===== config.mk =====
export PLATFORM = sky130hd
export DESIGN_NAME = pipe_ctrl_unit
export DESIGN_NICKNAME = d
export VERILOG_FILES = /design/src/rtl/pipe_ctrl_unit.sv
export SDC_FILE = /design/constraint.sdc
export NUM_CORES = 1
export LEC_CHECK = 0
export ABC_AREA = 1
export CORE_UTILIZATION = 54
export CTS_CLUSTER_SIZE = 16
export DETAILED_ROUTE_END_ITERATION = 10
export GPL_TIMING_DRIVEN = 0
export PLACE_DENSITY = 0.86
export SYNTH_ARGS = -nofsm -noshare
export SYNTH_HDL_FRONTEND = slang
export SYNTH_SLANG_ARGS = --single-unit

===== constraint.sdc =====
create_clock -name clk -period 4 [get_ports clk]
set_clock_uncertainty 0.15 [all_clocks]
set_input_delay 0.8 -clock clk [delete_from_list [all_inputs] [get_ports clk]]
set_output_delay 0.8 -clock clk [all_outputs]
set_load 0.01 [all_outputs]

===== src/rtl/pipe_ctrl_unit.sv =====
// pipe_ctrl_unit: pipeline control for the 5-stage 16-bit core.
// Provides EX operand forwarding, load-use stall, branch/jump flush,
// data-memory wait-state stalling with timeout, the run/drain/halt/error
// sequencer and saturating performance counters.
module pipe_ctrl_unit #(
  parameter int REG_WIDTH          = 4,
  parameter int STAGES             = 5,
  parameter bit ZERO_REG_HARDWIRED = 1'b0,
  parameter int MEM_TIMEOUT        = 16,
  parameter int CNT_WIDTH          = 16
) (
  input  logic                 clk,
  input  logic                 rst,
  input  logic                 start,
  input  logic                 stop_req,
  input  logic [REG_WIDTH-1:0] rs_d,
  input  logic [REG_WIDTH-1:0] rt_d,
  input  logic                 uses_rs_d,
  input  logic                 uses_rt_d,
  input  logic                 jump_d,
  input  logic [REG_WIDTH-1:0] rs_e,
  input  logic [REG_WIDTH-1:0] rt_e,
  input  logic                 mem_read_e,
  input  logic [REG_WIDTH-1:0] write_reg_e,
  input  logic                 reg_write_m,
  input  logic [REG_WIDTH-1:0] write_reg_m,
  input  logic                 branch_taken_m,
  input  logic                 reg_write_w,
  input  logic [REG_WIDTH-1:0] write_reg_w,
  input  logic                 dm_req,
  input  logic                 dm_ready,
  output logic [1:0]           fwd_a_e,
  output logic [1:0]           fwd_b_e,
  output logic                 stall_pc,
  output logic                 stall_if_id,
  output logic                 stall_id_ex,
  output logic                 stall_ex_mem,
  output logic                 stall_mem_wb,
  output logic                 flush_if_id,
  output logic                 flush_id_ex,
  output logic                 flush_ex_mem,
  output logic                 pc_reset,
  output logic                 run,
  output logic                 stop,
  output logic                 err,
  output logic [CNT_WIDTH-1:0] cyc_cnt,
  output logic [CNT_WIDTH-1:0] stall_cnt,
  output logic [CNT_WIDTH-1:0] flush_cnt
);

  typedef enum logic [2:0] {
    S_IDLE,
    S_RUN,
    S_DRAIN,
    S_HALTED,
    S_ERROR
  } state_e;

  localparam logic [7:0] DRAIN_LOAD   = 8'(STAGES - 2);
  localparam logic [7:0] TIMEOUT_LAST = 8'(MEM_TIMEOUT - 1);

  state_e               state_q, state_d;
  logic                 stop_q, stop_d;
  logic                 err_q, err_d;
  logic [7:0]           wait_cnt_q, wait_cnt_d;
  logic [7:0]           drain_cnt_q, drain_cnt_d;
  logic [CNT_WIDTH-1:0] cyc_cnt_q, cyc_cnt_d;
  logic [CNT_WIDTH-1:0] stall_cnt_q, stall_cnt_d;
  logic [CNT_WIDTH-1:0] flush_cnt_q, flush_cnt_d;

  logic active;
  logic mem_wait;
  logic load_use;

  // Register-index compare; register 0 is excluded when it is hardwired.
  function automatic logic reg_match(input logic [REG_WIDTH-1:0] a,
                                     input logic [REG_WIDTH-1:0] b);
    return (a == b) && !(ZERO_REG_HARDWIRED && (a == '0));
  endfunction

  // Counter increment that sticks at all-ones.
  function automatic logic [CNT_WIDTH-1:0] sat_inc(input logic [CNT_WIDTH-1:0] v);
    return (&v) ? v : v + CNT_WIDTH'(1);
  endfunction

  // Hazard and wait-state conditions derived from the current pipeline contents.
  always_comb begin
    active   = (state_q == S_RUN) || (state_q == S_DRAIN);
    mem_wait = dm_req && !dm_ready;
    load_use = mem_read_e &&
               ((uses_rs_d && reg_match(write_reg_e, rs_d)) ||
                (uses_rt_d && reg_match(write_reg_e, rt_d)));
  end

  // EX operand forwarding: the MEM result is newer than WB, so it wins.
  always_comb begin
    fwd_a_e = 2'b00;
    fwd_b_e = 2'b00;
    if (active && !rst) begin
      if (reg_write_m && reg_match(write_reg_m, rs_e))      fwd_a_e = 2'b01;
      else if (reg_write_w && reg_match(write_reg_w, rs_e)) fwd_a_e = 2'b10;
      if (reg_write_m && reg_match(write_reg_m, rt_e))      fwd_b_e = 2'b01;
      else if (reg_write_w && reg_match(write_reg_w, rt_e)) fwd_b_e = 2'b10;
    end
  end

  // Sequencer next state, per-cycle stall/flush decisions and counter updates.
  always_comb begin
    // NOTE: every signal gets a default first so no path leaves one unassigned (no latches).
    state_d      = state_q;
    wait_cnt_d   = wait_cnt_q;
    drain_cnt_d  = drain_cnt_q;
    cyc_cnt_d    = cyc_cnt_q;
    stall_cnt_d  = stall_cnt_q;
    flush_cnt_d  = flush_cnt_q;
    stall_pc     = 1'b1;
    stall_if_id  = 1'b1;
    stall_id_ex  = 1'b1;
    stall_ex_mem = 1'b1;
    stall_mem_wb = 1'b1;
    flush_if_id  = 1'b0;
    flush_id_ex  = 1'b0;
    flush_ex_mem = 1'b0;
    pc_reset     = 1'b0;

    case (state_q)
      S_IDLE, S_HALTED: begin
        if (start) begin
          state_d     = S_RUN;
          pc_reset    = 1'b1;
          wait_cnt_d  = '0;
          drain_cnt_d = '0;
          cyc_cnt_d   = '0;
          stall_cnt_d = '0;
          flush_cnt_d = '0;
        end
      end
      S_RUN, S_DRAIN: begin
        stall_pc     = (state_q == S_DRAIN);
        stall_if_id  = 1'b0;
        stall_id_ex  = 1'b0;
        stall_ex_mem = 1'b0;
        stall_mem_wb = 1'b0;
        flush_if_id  = (state_q == S_DRAIN);
        cyc_cnt_d    = sat_inc(cyc_cnt_q);
        if (mem_wait) begin
          // Freeze the whole pipe; only the wait bookkeeping moves.
          stall_pc     = 1'b1;
          stall_if_id  = 1'b1;
          stall_id_ex  = 1'b1;
          stall_ex_mem = 1'b1;
          stall_mem_wb = 1'b1;
          flush_if_id  = 1'b0;
          stall_cnt_d  = sat_inc(stall_cnt_q);
          wait_cnt_d   = wait_cnt_q + 8'd1;
          if (wait_cnt_q >= TIMEOUT_LAST) state_d = S_ERROR;
        end else begin
          wait_cnt_d = '0;
          if (state_q == S_DRAIN) begin
            if (drain_cnt_q != '0) drain_cnt_d = drain_cnt_q - 8'd1;
            if (drain_cnt_q <= 8'd1) state_d = S_HALTED;
          end
          if (branch_taken_m) begin
            // An older taken branch squashes younger work, including a pending halt.
            flush_if_id  = 1'b1;
            flush_id_ex  = 1'b1;
            flush_ex_mem = 1'b1;
            flush_cnt_d  = sat_inc(flush_cnt_q);
            state_d      = S_RUN;
          end else if (load_use) begin
            stall_pc    = 1'b1;
            stall_if_id = 1'b1;
            flush_id_ex = 1'b1;
            stall_cnt_d = sat_inc(stall_cnt_q);
          end else if (jump_d) begin
            flush_if_id = 1'b1;
          end else if (stop_req && (state_q == S_RUN)) begin
            state_d     = S_DRAIN;
            drain_cnt_d = DRAIN_LOAD;
          end
        end
      end
      S_ERROR: ;
      default: state_d = S_IDLE;
    endcase

    stop_d = (state_d == S_HALTED) || (state_d == S_ERROR);
    err_d  = err_q || (state_d == S_ERROR);

    // Reset overrides any stall/flush decision from a stale state.
    if (rst) begin
      stall_pc     = 1'b1;
      stall_if_id  = 1'b1;
      stall_id_ex  = 1'b1;
      stall_ex_mem = 1'b1;
      stall_mem_wb = 1'b1;
      flush_if_id  = 1'b0;
      flush_id_ex  = 1'b0;
      flush_ex_mem = 1'b0;
      pc_reset     = 1'b0;
    end
  end

  // State, status and counter registers with synchronous reset.
  always_ff @(posedge clk) begin
    // NOTE: non-blocking assignments so every flop samples pre-edge values.
    if (rst) begin
      state_q     <= S_IDLE;
      stop_q      <= 1'b0;
      err_q       <= 1'b0;
      wait_cnt_q  <= '0;
      drain_cnt_q <= '0;
      cyc_cnt_q   <= '0;
      stall_cnt_q <= '0;
      flush_cnt_q <= '0;
    end else begin
      state_q     <= state_d;
      stop_q      <= stop_d;
      err_q       <= err_d;
      wait_cnt_q  <= wait_cnt_d;
      drain_cnt_q <= drain_cnt_d;
      cyc_cnt_q   <= cyc_cnt_d;
      stall_cnt_q <= stall_cnt_d;
      flush_cnt_q <= flush_cnt_d;
    end
  end

  assign run       = active;
  assign stop      = stop_q;
  assign err       = err_q;
  assign cyc_cnt   = cyc_cnt_q;
  assign stall_cnt = stall_cnt_q;
  assign flush_cnt = flush_cnt_q;

endmodule


==> parameters.txt, run 1 <==
Parameter                              Value

Synth
  Average cell area after synthesis ... 6.47 um^2
  Area share of the largest cell type after synthesis ... 31.9%
  Most area-hungry cell type in the Yosys netlist ... sky130_fd_sc_hd__dfxtp_1
  Number of warnings reported in the yosys synthesis log ... 0
  Count of state elements after synthesis ... 69
  Post-synthesis sequential area ratio ... 31.9%
  Cell area after technology mapping ... 0.00433 mm^2
  Number of instances in the synthesized netlist ... 670
  Synthesized netlist net count ... 717
  Leading post-synthesis cells by cell area ... sky130_fd_sc_hd__dfxtp_1, sky130_fd_sc_hd__nand2_1, sky130_fd_sc_hd__inv_1, sky130_fd_sc_hd__nor2_1, sky130_fd_sc_hd__nand3_1
  Number of distinct library cell variants in the gate-level netlist after synthesis ... 39

Global routing
  Initial antenna violation count ... 0
  Tot GR Track Use ... 30.3%
  Pin count of the biggest net entering global routing ... 13
  Vias in the first global route ... 4655
  Wire length of the first global-routing pass ... 20600 um
  Overflow after GRT ... 0

CTS
  Number of cells upsized or downsized after cts ... 0
  Clock transition at path regs ... 0.07 ns
  Clock Tree Root ... sky130_fd_sc_hd__clkbuf_8
  Number of buffers created by CTS ... 9
  Hold Buf Count CTS ... 0
  Total clock sinks ... 69
  Skew-Pair Late Insertion Delay ... 0.35 ns
  Setup fix buffers added after clock tree synthesis ... 0
  TritonCTS clock tree ... yes
  Htree depth ... 3
  Max clock buf depth ... 2

Setup path
  Crit Path Class ... input pin to primary output
  Number of cells on the worst reg-to-reg path ... 10
  Slowest-stage cell, CP ... sky130_fd_sc_hd__clkdlybuf4s50_1
  Biggest cell delay along the critical path ... 0.54 ns
  Startpoint of the most critical setup path ... write_reg_e[1]
  Kind of start point of the critical path ... input pin
  Critical path required time ... 3.05 ns
  Logic depth of the worst setup path including buffers ... 13
  Reg-to-reg slack, setup ... 1.73 ns
  Critical-path cell list ... clkdlybuf4s50_1 > inv_1 > nand2_1 > nand2_1 > nor2_1 > nand3_1 > nand2_1 > nand3_1 > nand2_2 > buf_6 > inv_1 > nand2_1 > clkdlybuf4s50_1
  R2r startpoint ... stall_cnt[0]$_SDFFE_PP0P_
  Critical path's top delay family ... buffers and inverters
  Worst reg2reg path endpoint ... stall_cnt[9]$_SDFFE_PP0P_
  Crit path buf inv count ... 5
  Largest driver fanout on the critical path ... 10
  WP data arrival ... 2.87 ns
  Capturing element type of the critical path ... primary output
  Most Frequent Cell on Critical Path ... sky130_fd_sc_hd__nand2_1
  End point of the critical path ... stall_if_id

Final layout
  Layout cell share with drive strength beyond 1 ... 6.97%
  Layout Utilization ... 74.4%
  Multi-input combinational cell area ... 0.00249 mm^2
  Number of nets in the layout ... 831
  Synth-to-layout area growth ... 32.8%
  Register Area ... 0.00138 mm^2
  Final Non-Filler Cells ... 891
  Diodes inserted ... 0
  Fillers ... 621

Die
  Standard-cell row count ... 32
  Die ar. ... 0.00839 mm^2
  Initial cell density of the core ... 56.1%
  DIE HEIGHT ... 91.6 um
  Core Area ... 0.00773 mm^2
  Number of ports placed on the die boundary ... 105
  Die width ... 91.6 um

Route
  DRC violation count after routing ... 0
  Via Count ... 4943
  Final ANT Viol Nets ... 0
  Number of vias per cell after detailed routing ... 5.55
  DRC violation total after the first TritonRoute iteration ... 304
  Average detailed-routed wire length per instance ... 13.9 um
  Drt total wl ... 12400 um
  1st-pass router iterations ... 5

Run status
  Run status ... finished clean

STA
  RSZ-0062 raised after global routing ... false
  Worst-margin pin slew ... 0.645 ns
  Maximum clock frequency ... 0.262 GHz
  Setup slack after layout ... 0.177 ns
  Fraction of the cycle the final worst path needs ... 95.6%
  Final min period ... 3.82 ns
  Final hold violation count ... 0
  Fin. max-slew vios ... 0
  Final setup TNS ... 0 ns
  Slew HR ... 57.0%
  Final setup fails ... 0

Run
  Max Cap Viol ... 0

Hold path
  Worst hold stages ... 1
  Hold/Removal Path Class ... flop to flop

Place
  Placed insts ... 875
  Pre-CTS setup slack ... 0.0361 ns
  Final weighted congestion in routability-driven placement ... 0.901
  Post-detailed-placement half-perimeter wirelength ... 9300 um
  IO Port Bufs ... 103

Power and ir drop
  Leak ... 0.00217 uW
  Max IR drop VDD ... 0.000208 V
  Power density of the placed cells ... 308 mW/mm^2
[layout make-up]
| class | count | area share [%] |
|---|---|---|
| inverters | 101 | 6.68 |
| clock buffers | 11 | 2.46 |
| multi-input cells | 486 | 43.3 |
| well taps | 102 | 2.22 |
| clock inverters | 5 | 1.85 |
| plain buffers | 14 | 1.50 |
| flip-flops and latches | 69 | 24.0 |
| repair buffers | 103 | 18.0 |
[routing by layer]
metal  vias to the layer above  global-route usage, %  part of all wire [%]
met4                         0                   10.8                   2.4
met3                        28                   5.03                   7.1
met2                       214                   55.0                    49
li1                       2427                      -                     -
met1                      2274                   35.7                    41
met5                         -                      0                     0
[power breakdown]
part | internal, uW | total [uW] | leakage, uW | switching, uW
combinational | 137 | 336 | 0.00149 | 199
clock | 434 | 719 | 0.000120 | 285
sequential | 701 | 718 | 0.000557 | 17.3
total | 1270 | 1770 | 0.00217 | 501
[worst min path at each step]
stage | startpoint | endpoint | slack (ns)
global route | wait_cnt_q[0]$_SDFFE_PP0P_ | wait_cnt_q[0]$_SDFFE_PP0P_ | 0.37
detailed placement | wait_cnt_q[0]$_SDFFE_PP0P_ | wait_cnt_q[0]$_SDFFE_PP0P_ | 0.32
floorplan | wait_cnt_q[0]$_SDFFE_PP0P_ | wait_cnt_q[0]$_SDFFE_PP0P_ | 0.30
finish | wait_cnt_q[0]$_SDFFE_PP0P_ | wait_cnt_q[0]$_SDFFE_PP0P_ | 0.34
CTS | wait_cnt_q[0]$_SDFFE_PP0P_ | wait_cnt_q[0]$_SDFFE_PP0P_ | 0.34
global placement | wait_cnt_q[0]$_SDFFE_PP0P_ | wait_cnt_q[0]$_SDFFE_PP0P_ | 0.31
[registers in the layout, indices dropped and copies added, names as in the netlist]
signal / cells
cyc_cnt: 16
stall_cnt: 16
flush_cnt: 16
stop: 1
drain_cnt_q: 8
state_q: 3
wait_cnt_q: 8
err: 1
[stage by stage]
stage / cell area, um^2 / total power [uW] / hold WS [ns]
2_1_floorplan: 4330 / 918 / 0.297
3_3_place_gp: 5490 / 1050 / 0.313
3_5_place_dp: 5490 / 1060 / 0.322
4_1_cts: 5740 / 1770 / 0.341
5_1_grt: 5750 / 1840 / 0.374
6_report: 5750 / 1770 / 0.335
[layout by cell type (no fill, tap or decap), types with 10 or more instances in the layout]
cell / n
sky130_fd_sc_hd__a21oi_1: 46
sky130_fd_sc_hd__clkbuf_8: 10
sky130_fd_sc_hd__clkdlybuf4s50_1: 102
sky130_fd_sc_hd__dfxtp_1: 69
sky130_fd_sc_hd__inv_1: 90
sky130_fd_sc_hd__nand2_1: 139
sky130_fd_sc_hd__nand3_1: 57
sky130_fd_sc_hd__nand4_1: 18
sky130_fd_sc_hd__nor2_1: 77
sky130_fd_sc_hd__nor3_1: 24
sky130_fd_sc_hd__o21ai_0: 37
sky130_fd_sc_hd__xnor2_1: 12
sky130_fd_sc_hd__xor2_1: 17
[synthesized netlist by cell type (all sizes together)]
master,n
a211oi,1
or2,3
o21bai,3
o21a,1
nand3b,1
a21oi,46
o21ai,40
a41oi,1
nor3,24
nand2,147
nand4,18
dfxtp,69
o2111ai,1
o211ai,4
ha,6
nor3b,3
inv,100
clkinv,1
o22ai,3
nor4,9
xor2,17
buf,9
xnor2,12
nand3,60
o41ai,1
clkbuf,5
nor2,83
a22oi,2
[cells by family after synthesis]
kind of cell	share of synthesized area (%)
AO/OA/AOI/OAI	13.1
buffers and inverters	10.7
flip-flops	31.9
AND/OR/NAND/NOR	36.7
adder cells (fa/ha/maj)	1.73
XOR/XNOR	5.86
Note: power is estimated with default switching activity, not from simulation.
==> inputs of run 2 (changes only) <==
--- a/config.mk
+++ b/config.mk
@@ -9,6 +9,7 @@
 export CORE_UTILIZATION = 54
 export CTS_CLUSTER_SIZE = 16
 export DETAILED_ROUTE_END_ITERATION = 10
+export GPL_ROUTABILITY_DRIVEN = 0
 export GPL_TIMING_DRIVEN = 0
 export PLACE_DENSITY = 0.86
 export SYNTH_ARGS = -nofsm -noshare
==> run 2 against run 1 <==
  * Critical endpoint is now stall_pc
  * Worst hold slack better by 0.0095 ns
  * Worst setup slack worse by 0.022 ns
  * Largest cell class unchanged
  * Cell area is 0.37% lower
  * Fmax is 0.58% lower
  * Critical path depth stayed put
  * Clock power is 3.1% lower
  * Non-clock buffer count stayed put
  * Count of clock-buffer cells in the layout is 2 lower
  * Wire length is 3.4% higher
==> parameters.txt, run 2 (synthesis gave the netlist of run 1 again) <==
Parameter                              Value

Run
  Max Cap Viol ... 0 (unchanged)

Final layout
  Fillers ... 611 (-1.6%)
  Most used cells in the layout excluding fill and tap cells ... sky130_fd_sc_hd__nand2_1, sky130_fd_sc_hd__clkdlybuf4s50_1, sky130_fd_sc_hd__inv_1
  Synth-to-layout area growth ... 32.3%
  Number of nets in the layout ... 831 (unchanged)
  Multi-input combinational cell area ... 0.00249 mm^2 (-0.10%)
  Register Area ... 0.00138 mm^2 (unchanged)
  Layout cell share with drive strength beyond 1 ... 6.85% (-0.12 points)
  Most frequent standard cell in the layout excluding fill and tap cells ... sky130_fd_sc_hd__nand2_1
  Post-route design area ... 0.00573 mm^2 (-0.37%)
  Diodes inserted ... 0 (unchanged)

Setup path
  Critical-path cell list ... clkdlybuf4s50_1 > inv_1 > nand2_1 > nand2_1 > nor2_1 > nand3_1 > nand2_1 > nand3_1 > nand2_2 > buf_4 > inv_1 > nand3_1 > clkdlybuf4s50_1
  R2r startpoint ... stall_cnt[0]$_SDFFE_PP0P_
  Critical path required time ... 3.05 ns (about the same)
  Capturing element type of the critical path ... primary output
  Kind of start point of the critical path ... input pin
  Crit path buf inv count ... 5 (unchanged)
  Biggest cell delay along the critical path ... 0.58 ns (+0.04 ns)
  Worst reg2reg path endpoint ... stall_cnt[9]$_SDFFE_PP0P_
  Largest driver fanout on the critical path ... 10 (unchanged)
  WP data arrival ... 2.90 ns (+0.03 ns)
  Number of cells on the worst reg-to-reg path ... 10 (unchanged)
  Slowest-stage cell, CP ... sky130_fd_sc_hd__clkdlybuf4s50_1
  Critical path's top delay family ... buffers and inverters
  Reg-to-reg slack, setup ... 1.65 ns (-0.08 ns)
  Crit Path Class ... input pin to primary output

CTS
  Max clock buf depth ... 2 (unchanged)
  Clock transition at path regs ... 0.07 ns (about the same)
  Clock Tree Root ... sky130_fd_sc_hd__clkbuf_8
  Number of buffers created by CTS ... 9 (unchanged)
  TritonCTS clock tree ... yes
  Total clock sinks ... 69 (unchanged)
  Htree depth ... 3 (unchanged)
  Hold Buf Count CTS ... 0 (unchanged)
  Skew-Pair Late Insertion Delay ... 0.36 ns (about the same)

Global routing
  Vias in the first global route ... 4635 (-0.43%)
  Initial antenna violation count ... 0 (unchanged)
  Overflow after GRT ... 0 (unchanged)
  Pin count of the biggest net entering global routing ... 13 (unchanged)
  Tot GR Track Use ... 30.6% (+0.29 points)
  Wire length of the first global-routing pass ... 20700 um (about the same)

Place
  Pre-CTS setup slack ... 0.0616 ns (+0.0255 ns)
  Standard cell area after detailed placement ... 0.00549 mm^2 (unchanged)
  Post-detailed-placement half-perimeter wirelength ... 9500 um (+2.1%)
  IO Port Bufs ... 103 (unchanged)

Die
  Initial cell density of the core ... 56.1% (unchanged)
  Die ar. ... 0.00839 mm^2 (unchanged)
  Standard-cell row count ... 32 (unchanged)
  Core Area ... 0.00773 mm^2 (unchanged)
  DIE HEIGHT ... 91.6 um (unchanged)
  Die width ... 91.6 um (unchanged)
  Number of ports placed on the die boundary ... 105 (unchanged)

Route
  DRC violation total after the first TritonRoute iteration ... 307 (+0.99%)
  Via Count ... 4902 (-0.83%)
  1st-pass router iterations ... 5 (unchanged)
  Drt total wl ... 12800 um (+3.4%)
  DRC violation count after routing ... 0 (unchanged)
  Final ANT Viol Nets ... 0 (unchanged)
  Average detailed-routed wire length per instance ... 14.4 um (+3.5%)
  Number of vias per cell after detailed routing ... 5.51 (-0.72%)

STA
  Final setup fails ... 0 (unchanged)
  Final min period ... 3.85 ns (+0.0223 ns)
  Final hold violation count ... 0 (unchanged)
  Worst-margin pin slew ... 0.686 ns (+0.0409 ns)
  Fin. max-slew vios ... 0 (unchanged)
  Fraction of the cycle the final worst path needs ... 96.1% (+0.56 points)
  Slew HR ... 54.2% (-2.7 points)
  Setup slack after layout ... 0.154 ns (-0.0222 ns)
  Maximum clock frequency ... 0.260 GHz (-0.58%)

Power and ir drop
  Max IR drop VDD ... 0.000208 V (+0.22%)
  Leak ... 0.00216 uW (-0.35%)
  Power density of the placed cells ... 306 mW/mm^2 (-0.61%)

Run status
  Run status ... finished clean

Hold path
  Critical hold path startpoint ... err$_SDFF_PP0_
  Hold/Removal Path Class ... flop to flop
  Worst hold stages ... 2 (+1)
  Hold worst-path end ... err$_SDFF_PP0_
-- run 2: through the flow --
| stage | hold slack (ns) | power, uW | utilization, % | instances | setup TNS (ns) |
|---|---|---|---|---|---|
| after CTS | 0.345 | 1750 | 74.1 | 890 | 0 |
| after global routing | 0.370 | 1810 | 74.2 | 890 | -0.0100 |
| after global placement | 0.314 | 1050 | 71.1 | 875 | 0 |
| after floorplan | 0.297 | 918 | - | 670 | 0 |
| after detailed placement | 0.331 | 1070 | 71.1 | 875 | 0 |
| final | 0.345 | 1760 | 74.2 | 890 | 0 |
-- run 2: worst max path at each step --
| stage | from | endpoint | slack (ns) | cells past startpoint |
|---|---|---|---|---|
| floorplan | rst | fwd_b_e[1] | 1.32 | 4 |
| global placement | dm_req | stall_pc | 0.09 | 11 |
| detailed placement | dm_req | stall_pc | 0.06 | 11 |
| CTS | dm_req | stall_pc | 0.05 | 11 |
| global route | write_reg_e[1] | stall_if_id | -0.007 | 13 |
| finish | write_reg_e[1] | stall_pc | 0.15 | 13 |
-- run 2: per-layer routing --
| layer | part of all wire, % | GRT usage, % |
|---|---|---|
| met5 | 0 | 0 |
| met4 | 2.2 | 12.6 |
| met3 | 7.5 | 5.19 |
| met2 | 50 | 54.9 |
| met1 | 40 | 35.8 |
-- run 2: where the power goes --
part / switching [uW] / total, uW / internal [uW]
logic: 202 / 338 / 136
registers: 19.3 / 720 / 701
clock network: 285 / 697 / 412
-- run 2: timing repair --
| item | CTS | global route |
|---|---|---|
| buffers inserted | 0 | 0 |
| setup endpoints to repair | 0 | 2 |
| gates resized for setup | 0 | 3 |
-- run 2: area by class of cell --
| class | count | area share [%] |
|---|---|---|
| inverter | 101 | 6.70 |
| tap | 102 | 2.23 |
| sequential | 69 | 24.1 |
| clock buffer | 9 | 2.16 |
| multi-input combinational | 486 | 43.4 |
| buffer | 14 | 1.44 |
| clock inverter | 6 | 1.94 |
| timing repair buffer | 103 | 18.0 |
-- run 2: worst register-to-register path: stages, from the launching register on --
cell and delay (ns):
sky130_fd_sc_hd__dfxtp_1 0.42, sky130_fd_sc_hd__ha_1 0.25, sky130_fd_sc_hd__nand3_1 0.17, sky130_fd_sc_hd__nor2_1 0.24, sky130_fd_sc_hd__nand2_1 0.11, sky130_fd_sc_hd__nor3_1 0.24, sky130_fd_sc_hd__nor2_1 0.10, sky130_fd_sc_hd__nand2_2 0.19
sky130_fd_sc_hd__buf_4 0.22, sky130_fd_sc_hd__nand2_1 0.06, sky130_fd_sc_hd__a21oi_1 0.14
